--- config.mk ---
export PLATFORM = sky130hd
export DESIGN_NAME = fetch_sequencer
export DESIGN_NICKNAME = d
export VERILOG_FILES = /design/src/rtl/fetch_pkg.sv /design/src/rtl/fetch_perf_cnt.sv /design/src/rtl/fetch_sequencer.sv
export SDC_FILE = /design/constraint.sdc
export NUM_CORES = 1
export LEC_CHECK = 0
export ABC_CLOCK_PERIOD_IN_PS = 4500
export BUFFER_PORTS_ARGS = -buffer_cell sky130_fd_sc_hd__buf_4
export CORE_ASPECT_RATIO = 0.8
export CORE_MARGIN = 2
export CORE_UTILIZATION = 35
export DETAILED_ROUTE_END_ITERATION = 12
export MAX_ROUTING_LAYER = met4
export PLACE_DENSITY = 0.61
export SLEW_MARGIN = 20
export SYNTH_ARGS = -nofsm -noshare
export SYNTH_HDL_FRONTEND = slang
export SYNTH_SLANG_ARGS = --single-unit
--- constraint.sdc ---
create_clock -name clk -period 4.5 [get_ports clk]
set_input_delay 0.9 -clock clk [delete_from_list [all_inputs] [get_ports clk]]
set_output_delay 0.9 -clock clk [all_outputs]
set_load 0.01 [all_outputs]
--- src/rtl/fetch_pkg.sv ---
// fetch_pkg: shared state encoding and defaults for the fetch sequencer
package fetch_pkg;
  typedef enum logic [1:0] {ST_IDLE = 2'd0, ST_FETCH = 2'd1, ST_STALL = 2'd2, ST_HALT = 2'd3} state_e;
  localparam logic [1:0] S_IDLE = ST_IDLE;
  localparam logic [1:0] S_FETCH = ST_FETCH;
  localparam logic [1:0] S_STALL = ST_STALL;
  localparam logic [1:0] S_HALT = ST_HALT;
  localparam logic [31:0] WORD_BYTES = 32'd4;
  localparam int IMEM_DEPTH_DEF = 17;
  localparam logic [31:0] RESET_PC_DEF = 32'h0;
endpackage

--- src/rtl/fetch_perf_cnt.sv ---
// fetch_perf_cnt: saturating issue and stall-cycle counters, cleared when a run starts
module fetch_perf_cnt (
  input  logic        clk,
  input  logic        rst_n,
  input  logic        clr,
  input  logic        issue,
  input  logic        stall_cyc,
  output logic [31:0] fetch_cnt,
  output logic [15:0] stall_cnt
);
  // count up on each event, stick at all-ones, restart from zero on a new run
  always_ff @(posedge clk or negedge rst_n)
    if (!rst_n) begin
      fetch_cnt <= '0;
      stall_cnt <= '0;
    end else begin
      fetch_cnt <= clr ? '0 : (issue && !(&fetch_cnt)) ? fetch_cnt + 32'd1 : fetch_cnt;
      stall_cnt <= clr ? '0 : (stall_cyc && !(&stall_cnt)) ? stall_cnt + 16'd1 : stall_cnt;
    end
endmodule

--- src/rtl/fetch_sequencer.sv ---
// fetch_sequencer: PC sequencing and instruction issue FSM; FETCH_PERF_CNT_EN adds perf counters
module fetch_sequencer
  import fetch_pkg::*;
#(
  parameter int          IMEM_DEPTH = IMEM_DEPTH_DEF,
  parameter logic [31:0] RESET_PC   = RESET_PC_DEF
) (
  input  logic        clk,
  input  logic        rst_n,
  input  logic        start,
  input  logic        stall,
  input  logic        branch_taken,
  input  logic [31:0] branch_target,
  output logic [31:0] imem_addr,
  input  logic [31:0] imem_rdata,
  output logic [31:0] instr_out,
  output logic [31:0] pc_out,
  output logic        instr_valid,
  output logic        busy,
  output logic        done,
  output logic        err_misalign,
  output logic [31:0] fetch_cnt,
  output logic [15:0] stall_cnt
);
  localparam logic [31:0] DEPTH_W = 32'(IMEM_DEPTH);
  logic [1:0] state, state_nxt;
  logic [31:0] pc, pc_nxt;
  logic in_range, launch, redirect, bad_tgt, issue;
  assign imem_addr = pc;
  assign in_range = {2'b00, pc[31:2]} < DEPTH_W;
  assign launch = start && (state == S_IDLE || state == S_HALT);
  assign busy = state == S_FETCH || state == S_STALL;
  assign redirect = busy && branch_taken;
  assign bad_tgt = |branch_target[1:0];
  assign issue = state == S_FETCH && !branch_taken && !stall && in_range;
  assign done = state == S_HALT && !err_misalign;
  // next state and pc: start, then redirect (over stall), then sequential flow
  always_comb begin
    state_nxt = state;
    pc_nxt = pc;
    if (launch) begin
      state_nxt = S_FETCH;
      pc_nxt = RESET_PC;
    end else if (redirect) begin
      state_nxt = bad_tgt ? S_HALT : S_FETCH;
      pc_nxt = bad_tgt ? pc : branch_target;
    end else if (state == S_FETCH) begin
      state_nxt = stall ? S_STALL : in_range ? S_FETCH : S_HALT;
      pc_nxt = issue ? pc + WORD_BYTES : pc;
    end else if (state == S_STALL) begin
      state_nxt = stall ? S_STALL : S_FETCH;
    end
  end
  // state, pc, issue register and sticky misalignment flag
  always_ff @(posedge clk or negedge rst_n)
    if (!rst_n) begin
      state <= S_IDLE;
      pc <= RESET_PC;
      instr_out <= '0;
      pc_out <= '0;
      instr_valid <= 1'b0;
      err_misalign <= 1'b0;
    end else begin
      state <= state_nxt;
      pc <= pc_nxt;
      instr_valid <= issue;
      if (issue) begin
        instr_out <= imem_rdata;
        pc_out <= pc;
      end
      err_misalign <= launch ? 1'b0 : err_misalign | (redirect & bad_tgt);
    end
`ifdef FETCH_PERF_CNT_EN
  fetch_perf_cnt u_perf (
    .clk       (clk),
    .rst_n     (rst_n),
    .clr       (launch),
    .issue     (issue),
    .stall_cyc (state == S_STALL),
    .fetch_cnt (fetch_cnt),
    .stall_cnt (stall_cnt)
  );
`else
  assign fetch_cnt = '0;
  assign stall_cnt = '0;
`endif
endmodule

; ---- Yosys cells after proc, flatten, opt, wreduce, memory -nomap -nowiden
; Cells that the tools add are included.
[totals]
register_bits = 100
in_bits = 69
out_inout_bits = 148
word_cells = 45
[classes]
add_sub_neg = 1
n_lt_le_gt_ge = 1
eq_ne = 4
muxes = 14
n_bitwise = 2
n_reduce_logical = 17
[op_table]
columns = op, count
row1 = 32-bit two-way mux, 5
row2 = "32-bit by 3-bit adder with 32-bit output, second input constant", 1
row3 = "30-bit by 5-bit < comparator with 1-bit output, second input constant", 1
row4 = 2-bit two-way mux, 8
row5 = 1-bit logical AND, 6
row6 = 3-bit nonzero test, 2
row7 = "2-bit == test, second input constant", 2
row8 = 4-bit nonzero test, 1
row9 = 1-bit zero test, 3
row10 = "3-bit inequality test, second input constant", 1
row11 = 3-bit AND reduction, 1
row12 = "2-bit by 1-bit == test with 1-bit output, second input constant", 1
row13 = 2-bit zero test, 1
row14 = 1-bit logical OR, 2
row15 = 2-bit OR reduction, 1
row16 = 1-bit AND, 1
row17 = 1-bit two-way mux, 1
row18 = 1-bit bitwise OR, 1

; ---- Logic depth before layout (Yosys ltp)
; Gate-level depths: netlist (run 1).
[depth]
word_depth = 8
depth_mapped = 9

; ---- Worst setup path before layout (run 1)
; OpenSTA, ideal clock, no wires.
[synth_timing]
path_kind = input to register
start = in stall
end = reg instr_out[19]
setup_ns = 0.128
arrival_ns = 2.174
slack_ns = 2.199
stages = 6
n_path_buf = 2
cell_sequence = nor4_1 -> nand4_1 -> nor3_2 -> buf_4 -> buf_4 -> mux2_1
[synth_between]
elab_chain_cells = 3
[synth_lines]
columns = item, line
row1 = "start, declared", fetch_sequencer.sv:11  ; input logic stall,
row2 = 1-bit zero test, fetch_sequencer.sv:35  ; assign issue = state == S_FETCH && !branch_taken && !stall && in_range;
row3 = 1-bit logical AND (2 in a row), fetch_sequencer.sv:35
row4 = "end signal, assigned", fetch_sequencer.sv:68  ; instr_out <= imem_rdata;
row5 = "end, declared", fetch_sequencer.sv:16  ; output logic [31:0] instr_out,
; No other way between the ends.
; A chain may end at the register's enable or synchronous reset.

; ---- Worst setup path in the final report (run 1)
[layout_timing]
start = reg pc[2], in the netlist imem_addr[2]
end = reg pc[11], in the netlist imem_addr[11]
[layout_between]
word_cells_on_any_way = 9
classes_between = add/sub: 1 / order compare: 1 / mux: 4 / reduce/logical: 3
[layout_rtl]
columns = item, line
row1 = "start, declared", fetch_sequencer.sv:27  ; logic [31:0] pc, pc_nxt;
row2 = "start signal, assigned", fetch_sequencer.sv:65  ; pc <= pc_nxt;
row3 = 30-bit by 5-bit < comparator with 1-bit output, fetch_sequencer.sv:30  ; assign in_range = {2'b00, pc[31:2]} < DEPTH_W;
row4 = 1-bit logical AND, fetch_sequencer.sv:35
row5 = named net issue, fetch_sequencer.sv:28  ; logic in_range, launch, redirect, bad_tgt, issue;
row6 = 3-bit nonzero test (no source line), n/a
row7 = 3-bit AND reduction (no source line), n/a
; The timed path passes the listed nets, and every way through them passes these cells. The select of a mux whose other input is x is not followed.

==> results of run 1 <==
-- cells by family after synthesis --
family                     count (synthesis)  synth area share (%)
and+or+nand+nor                          127                  14.9
DFF                                      100                  52.8
buffers and inverters                     78                  10.7
AOI/OAI and AO/OA                         69                  11.0
muxes                                     40                  9.48
adders and majority gates                  4                  1.06
other                                      1                0.0792
-- metrics by stage --
step / std cells / setup WS (ps) / util (%)
floorplan: 466 / 2200 / -
global placement: 751 / 1700 / 45.9
detailed placement: 751 / 1630 / 45.9
CTS: 767 / 1710 / 48.2
global route: 767 / 1520 / 48.2
finish: 767 / 1730 / 48.2
-- flip-flops by register name (all words and copies together) (netlist names) --
name,count
imem_addr,32
pc_out,32
err_misalign,1
state,2
instr_valid,1
instr_out,32
-- power groups by stage --
stage | registers (mW) | logic (mW) | clock network [mW]
6_report | 1.38 | 1.46 | 0.765
5_1_grt | 1.42 | 1.60 | 0.823
4_1_cts | 1.38 | 1.49 | 0.784
3_5_place_dp | 1.40 | 1.49 | 0
3_3_place_gp | 1.39 | 1.46 | 0
2_1_floorplan | 1.46 | 0.775 | 0
-- final timing paths --
| check | end | cells after the start | startpoint |
|---|---|---|---|
| max in group asynchronous | pc_out[4]$_DFFE_PN0P_ | 2 | rst_n |
| worst max register to register | imem_addr[11]$_DFFE_PN0P_ | 9 | imem_addr[2]$_DFFE_PN0P_ |
| worst min register to register | pc_out[0]$_DFFE_PN0P_ | 1 | pc_out[0]$_DFFE_PN0P_ |
| min in group asynchronous | instr_out[29]$_DFFE_PN0P_ | 1 | rst_n |
| worst max-delay path | imem_addr[11]$_DFFE_PN0P_ | 9 | imem_addr[2]$_DFFE_PN0P_ |
| worst min-delay path | pc_out[0]$_DFFE_PN0P_ | 1 | pc_out[0]$_DFFE_PN0P_ |
-- worst max-delay path: cells and delay by family (launching register included) --
kind,cells,cell delay (ps)
AO/OA/AOI/OAI,3,1150
buffers and inverters,3,470
flip-flops,1,470
AND/OR/NAND/NOR,2,360
adder cells (fa/ha/maj),1,190
-- layout make-up --
type,count,area [µm²]
fill,1199,6770
sequential,100,2500
inverter,14,53.8
tap,175,219
clock inverter,7,71.3
clock buffer,9,225
timing repair buffer,174,1310
multi-input combinational,288,1910
-- metal layers --
metal / global-route usage, % / part of all wire, %
met1: 23.6 / 46
met2: 26.0 / 46
met3: 4.97 / 8.1
met4: 3.91 / 0.79
met5: - / 0
-- cells in the final DEF (no fill, tap or decap), drive strengths merged, types with 2 or more instances in the layout --
master / count
dfrtp: 100
nor4: 7
a21oi: 13
mux2: 39
a22oi: 11
clkinv: 4
a22o: 2
nor2: 13
clkbuf: 9
conb: 48
nor2b: 28
nor3b: 7
and3: 3
or3: 2
ha: 4
and4: 3
nor3: 12
nor4bb: 2
a32oi: 6
nand2: 36
o21ai: 30
nand4: 4
nor4b: 2
nand3: 6
inv: 16
buf: 174
==> metrics, run 1 <==
RSZ-0062 raised after global routing=no; vias in the first global route=3,523; Gate power share=40.6%; main area contributors after synthesis=dfrtp_1 (53%), buf_4 (8.1%), mux2_2 (5.7%); die outline height=108 µm; Final Routed Wirelength=12,200 µm; all-layer global routing usage=17.4%; global-route wire length before repair=19,200 µm; Bufs on Longest Clock Path=2; CTS sink cnt=100; Internal Power=2.24 mW; synthesis-to-finish area growth=32.8%; largest net degree at the start of global routing=72; critical path peak fanout=18; H-tree depth=3; ys flop type=dfrtp_1; Die ar.=14,500 µm²; Hold Path Class=register to register; Final min period=2770 ps; grt ovf=0; Placeable Area=13,100 µm²; CP Capture Type=register; synth unique cells=46; clock root cell=clkbuf_16; Pins Over Slew Limit=0; clock-pin slew on the worst setup and hold paths=70 ps; pwr dens=574 nW/µm²; I/O pin count=217; max-cap violation count=0; dpl cell area=5990 µm²; # rows=37; n_diodes=0; vias per inst=4.73; CP max stage delay=600 ps; Initial DRT Pass Iterations=4; WP data arrival=2990 ps; Synth Register Bits=100; switching pwr=1.37 mW; asr flop ratio synth=100%; overall power=3.61 mW; worst IR drop on VDD=0.000252 V; switching part of the total power=38.0%; Initial Util=36.3%; Hold Worst Slack=492 ps; setup TNS=0 ps; drc violations=0; hold buffer count at CTS=0; area leader, netlist=dfrtp_1; WL/cell=15.9 µm; clk_lat worst skew=350 ps; Critical Path Slowest Stage Cell=a21oi_4; DR vias=3,628; clk_skew=11.1 ps; Flop pwr share=38.2%; Post-CTS Setup Bufs=0; final worst path period share=61.4%; CP Cell Sequence=inv_1 -> ha_1 -> nor3b_1 -> o2111ai_1 -> or3_4 -> clkinv_2 -> a21oi_4 -> buf_4 -> o21ai_0; CTS tree=built; worst path required time=4720 ps; final setup fails=0; PortBufs=168; synth warn=0; reg-to-reg setup timing slack=1730 ps; Final Cell Area=6290 µm²; initial antenna violation count=0; worst slew pin tran=882 ps; Post-synth EDFFs=0; Setup crit start kind=register; Pleak=3.10 nW; nets@finish=660; post-cts sizing count=0; FMAX=362 MHz; HPWL after DPL=9010 µm; Crit Path Category=register to register; most numerous cell in the Yosys netlist=dfrtp_1; Antenna Nets Post-Route=0; status=complete, no violations; total CTS buffers=9; top cells by count, synth=dfrtp_1 (100), buf_4 (51), nand2_1 (36); Synth top area share=52.8%; die span in x=134 µm; cell count after synthesis=419; 1st-iter DRT viols=251; Final GP Congestion=0.847; Final Hold Fails=0; Clock power frac=21.2%; syn avg cell area=11.3 µm²; Seq/Total Area, Yosys=52.8%; slew margin rel.=41.2%; share of layout cells above drive strength 1=40.9%; Post-Synthesis Cell Area=4740 µm²
(Power assumes the default switching activity.)
==> run 2: changes to the inputs <==
- ABC_CLOCK_PERIOD_IN_PS: 4500 -> 2850
- clock period: 4.5 -> 2.85 ns (I/O delays scaled with it)
==> run 2 against run 1 <==
Net effect:
- flip-flop and latch count stayed put
- die area stayed put
- critical path depth is 2 lower
- largest cell class unchanged
- largest power group unchanged
==> metrics, run 2 (same netlist as run 1, synthesis figures left out) <==
drc violations=0; slew margin rel.=53.0%; FMAX=429 MHz; clock-pin slew on the worst setup and hold paths=70 ps; CP Capture Type=register; Pleak=3.13 nW; Final Routed Wirelength=12,100 µm; vias per inst=4.78; grt ovf=0; H-tree depth=3; clk_skew=8.59 ps; # rows=37; HPWL after DPL=9050 µm; die outline height=108 µm; Die ar.=14,500 µm²; global-route wire length before repair=18,900 µm; worst slew pin tran=704 ps; clock root cell=clkbuf_16; WP data arrival=2560 ps; max-cap violation count=0; Final Cell Area=6350 µm²; total CTS buffers=9; Final min period=2330 ps; Non-Filler Instances=771; dpl cell area=6060 µm²; RR Startpoint=imem_addr[2]$_DFFE_PN0P_; pwr dens=904 nW/µm²; commonest non-fill, non-tap cell in the layout=buf_4; post-cts sizing count=0; Setup WS pre-CTS=455 ps; synthesis-to-finish area growth=34.0%; Final Hold Fails=0; CTS tree=built; DR vias=3,683; clk_lat worst skew=350 ps; Pins Over Slew Limit=0; Final GP Congestion=0.837; largest net degree at the start of global routing=53; share of layout cells above drive strength 1=41.3%; reg-to-reg setup timing slack=520 ps; worst path required time=3080 ps; critical path peak fanout=29; Setup crit start kind=register; Crit. Startpoint=imem_addr[2]$_DFFE_PN0P_; most frequent cells in the layout=buf_4 (175), dfrtp_1 (100), conb_1 (48), nand2_1 (36), nor2b_1 (27); Initial Util=36.3%; PortBufs=168; 1st-iter DRT viols=179; initial antenna violation count=0; Placeable Area=13,100 µm²; Antenna Nets Post-Route=0; I/O pin count=217; CTS sink cnt=100; Filler cells=1,226; n_diodes=0; RSZ-0062 raised after global routing=no; worst IR drop on VDD=0.000402 V; Initial DRT Pass Iterations=4; die span in x=134 µm; Post-CTS Setup Bufs=0; worst setup margin=518 ps; Crit Path Category=register to register; hold buffer count at CTS=0; final setup fails=0; all-layer global routing usage=17.2%; setup TNS=0 ps; status=complete, no violations; final worst path period share=81.8%; WL/cell=15.7 µm; placed cells=755; vias in the first global route=3,537; Hold Path Class=input port to asynchronous set/reset pin; Bufs on Longest Clock Path=2; nets@finish=664
-- run 2: through the flow --
step	power [mW]	utilization (%)	hold slack [ps]
2_1_floorplan	3.52	-	274
3_3_place_gp	4.55	46.4	470
3_5_place_dp	4.61	46.4	476
4_1_cts	5.82	48.6	287
5_1_grt	6.14	48.6	301
6_report	5.74	48.6	261
-- run 2: area by class of cell --
type,instances,area [µm²],area share (%)
clock buffers,9,225,3.55
clock inverters,7,63.8,1.00
inverters,14,53.8,0.847
multi-input cells,288,1910,30.1
flip-flops and latches,100,2500,39.4
well taps,175,219,3.45
repair buffers,178,1370,21.6
-- run 2: metal layers --
metal | wire length (µm) | up-vias | global-route usage (%)
met5 | 0 | - | -
met4 | 110 | 0 | 3.53
met3 | 877 | 10 | 4.22
met2 | 5600 | 167 | 25.7
met1 | 5530 | 1790 | 23.8
li1 | - | 1716 | -
-- run 2: path summary, 6_finish.rpt --
path,to,cells past startpoint
worst min register to register,pc_out[0]$_DFFE_PN0P_,1
worst min-delay path,pc_out[9]$_DFFE_PN0P_,1
max in group asynchronous,instr_out[23]$_DFFE_PN0P_,2
min in group clk,instr_out[30]$_DFFE_PN0P_,2
worst max-delay path,instr_out[4]$_DFFE_PN0P_,7
worst max register to register,instr_out[4]$_DFFE_PN0P_,7
-- run 2: worst max-delay path, cell delays in order (launching register included) --
cell and delay, ps:
dfrtp_1 460, inv_1 90, ha_1 150, nor3b_1 190
o2111ai_1 250, nor3_4 300, buf_4 380, mux2_2 390
-- run 2: report_power, final --
group / internal (mW) / leakage, nW / total (mW) / switching (mW)
combinational: 1.16 / 1.67 / 2.39 / 1.23
clock: 0.614 / 0.142 / 1.19 / 0.575
sequential: 1.81 / 1.32 / 2.16 / 0.348
total: 3.59 / 3.13 / 5.74 / 2.15
==> run 3: changes to the inputs <==
- ABC_CLOCK_PERIOD_IN_PS: 2850 -> 1900
- PLACE_DENSITY: 0.61 -> 0.63
- clock period: 2.85 -> 1.9 ns (I/O delays scaled with it)
==> run 3 against run 2 <==
Net effect:
- the flow now finishes with violations (negative setup slack)
- first-iteration DRC count decreased by 30%
- core utilization increased by 8.8 points
- critical path depth increased by 1
- final cell count increased by 9.6%
- register-to-register slack got worse by 760 ps
- power increased by 89%
- worst setup slack got worse by 760 ps
- sequential power increased by 44%
- global-route usage increased by 1.5 points
- critical path type unchanged
- largest power group unchanged
- highest routed layer unchanged
==> metrics, run 3 (same netlist as run 1, synthesis figures left out) <==
status=complete, but fails checks; failing checks=negative setup slack; Initial DRT Pass Iterations=5; grt ovf=0; Hold Path Class=input port to asynchronous set/reset pin; nets@finish=738; final setup fails=89; worst path required time=2130 ps; share of layout cells above drive strength 1=55.1%; Final GP Congestion=0.878; worst setup margin=-238 ps; critical path peak fanout=6; CTS sink cnt=100; HPWL after DPL=9550 µm; all-layer global routing usage=18.7%; Setup WS pre-CTS=-335 ps; die outline height=108 µm; 1st-iter DRT viols=126; max-cap violation count=0; Pins Over Slew Limit=0; I/O pin count=217; CP Capture Type=register; H-tree depth=3; largest net degree at the start of global routing=42; WL/cell=16.3 µm; FMAX=468 MHz; WP data arrival=2370 ps; Final min period=2140 ps; RSZ-0062 raised after global routing=yes; setup TNS=-13,950 ps; most frequent cells in the layout=buf_4 (227), dfrtp_1 (98), conb_1 (48), nand2_1 (36), mux2_4 (34); Die ar.=14,500 µm²; Setup crit start kind=register; vias per inst=4.69; clk_lat worst skew=350 ps; clock-pin slew on the worst setup and hold paths=70 ps; PortBufs=168; # rows=37; slew margin rel.=65.2%; worst slew pin tran=508 ps; drc violations=0; Antenna Nets Post-Route=0; hold buffer count at CTS=0; Final Routed Wirelength=13,800 µm; clk_skew=8.70 ps; initial antenna violation count=0; global-route wire length before repair=20,500 µm; vias in the first global route=3,935; n_diodes=0; commonest non-fill, non-tap cell in the layout=buf_4; Crit Path Category=register to register; total CTS buffers=9; pwr dens=1450 nW/µm²; Crit. Startpoint=imem_addr[17]$_DFFE_PN0P_; Pleak=3.73 nW; clock root cell=clkbuf_16; worst IR drop on VDD=0.000646 V; RR Startpoint=imem_addr[17]$_DFFE_PN0P_; final worst path period share=113%; synthesis-to-finish area growth=58.3%; die span in x=134 µm; Placeable Area=13,100 µm²; Bufs on Longest Clock Path=2; Final Hold Fails=0; CTS tree=built; Initial Util=36.3%; DR vias=3,960
==> run 3: changes by cell type in the layout (fill, tap and decap cells not counted), moves of 9 or more <==
cell / change
nor2b_1: -11
buf_6: +9
mux2_2: -19
mux2_4: +34
mux2_1: -15
buf_4: +52
nor2b_4: +12
==> run 3: what timing repair did <==
| action | 4_1_cts | 5_1_grt |
|---|---|---|
| gates resized for setup | 46 | 50 |
| setup buffers | 7 | 3 |
| setup endpoints to repair | 94 | 93 |
| pin swaps | 9 | 30 |
| cloned | 6 | 5 |
==> run 3: report_power, final <==
part | internal [mW] | switching, mW | total [mW]
combinational | 3.33 | 2.63 | 5.96
sequential | 2.73 | 0.390 | 3.12
clock | 0.923 | 0.868 | 1.79
total | 6.98 | 3.89 | 10.9
==> run 3: layout make-up <==
class / instances / area [µm²]
fill: 1094 / 5550
sequential: 100 / 2500
multi-input combinational: 288 / 2270
timing repair buffer: 252 / 2160
clock buffer: 9 / 225
tap: 175 / 219
clock inverter: 7 / 67.6
inverter: 14 / 57.6
==> run 3: stage by stage <==
step / std cells / hold WS, ps / cell area (µm²) / utilization, % / power, mW
2_1_floorplan: 466 / 84.4 / 4990 / - / 5.45
3_3_place_gp: 812 / 395 / 6590 / 50.5 / 7.73
3_5_place_dp: 812 / 409 / 6590 / 50.5 / 7.84
4_1_cts: 840 / 33.2 / 7260 / 55.6 / 10.5
5_1_grt: 845 / 43.6 / 7500 / 57.5 / 11.5
6_report: 845 / 4.66 / 7500 / 57.5 / 10.9
==> run 3: worst paths after layout <==
kind	endpoint	slack [ps]	cells after the start
max	instr_out[26]$_DFFE_PN0P_	-240	8
min	pc_out[18]$_DFFE_PN0P_	5	1
max reg2reg	instr_out[26]$_DFFE_PN0P_	-240	8
min reg2reg	pc_out[25]$_DFFE_PN0P_	500	1
max in group asynchronous	instr_out[4]$_DFFE_PN0P_	1220	2
min in group clk	instr_out[29]$_DFFE_PN0P_	260	2
==> run 3: worst max-delay path, stage by stage, from the launching register on <==
cell and delay (ps):
dfrtp_1 390, nor4_2 310, buf_4 170, o2111ai_4 120
buf_6 160, nor3_4 210, buf_6 190, clkbuf_16 170
mux2_4 300
==> run 3: routing by layer <==
metal	part of all wire (%)	GRT usage, %
met1	45	23.9
met5	0	-
met4	0.93	4.36
met2	48	29.6
met3	6.5	5.44
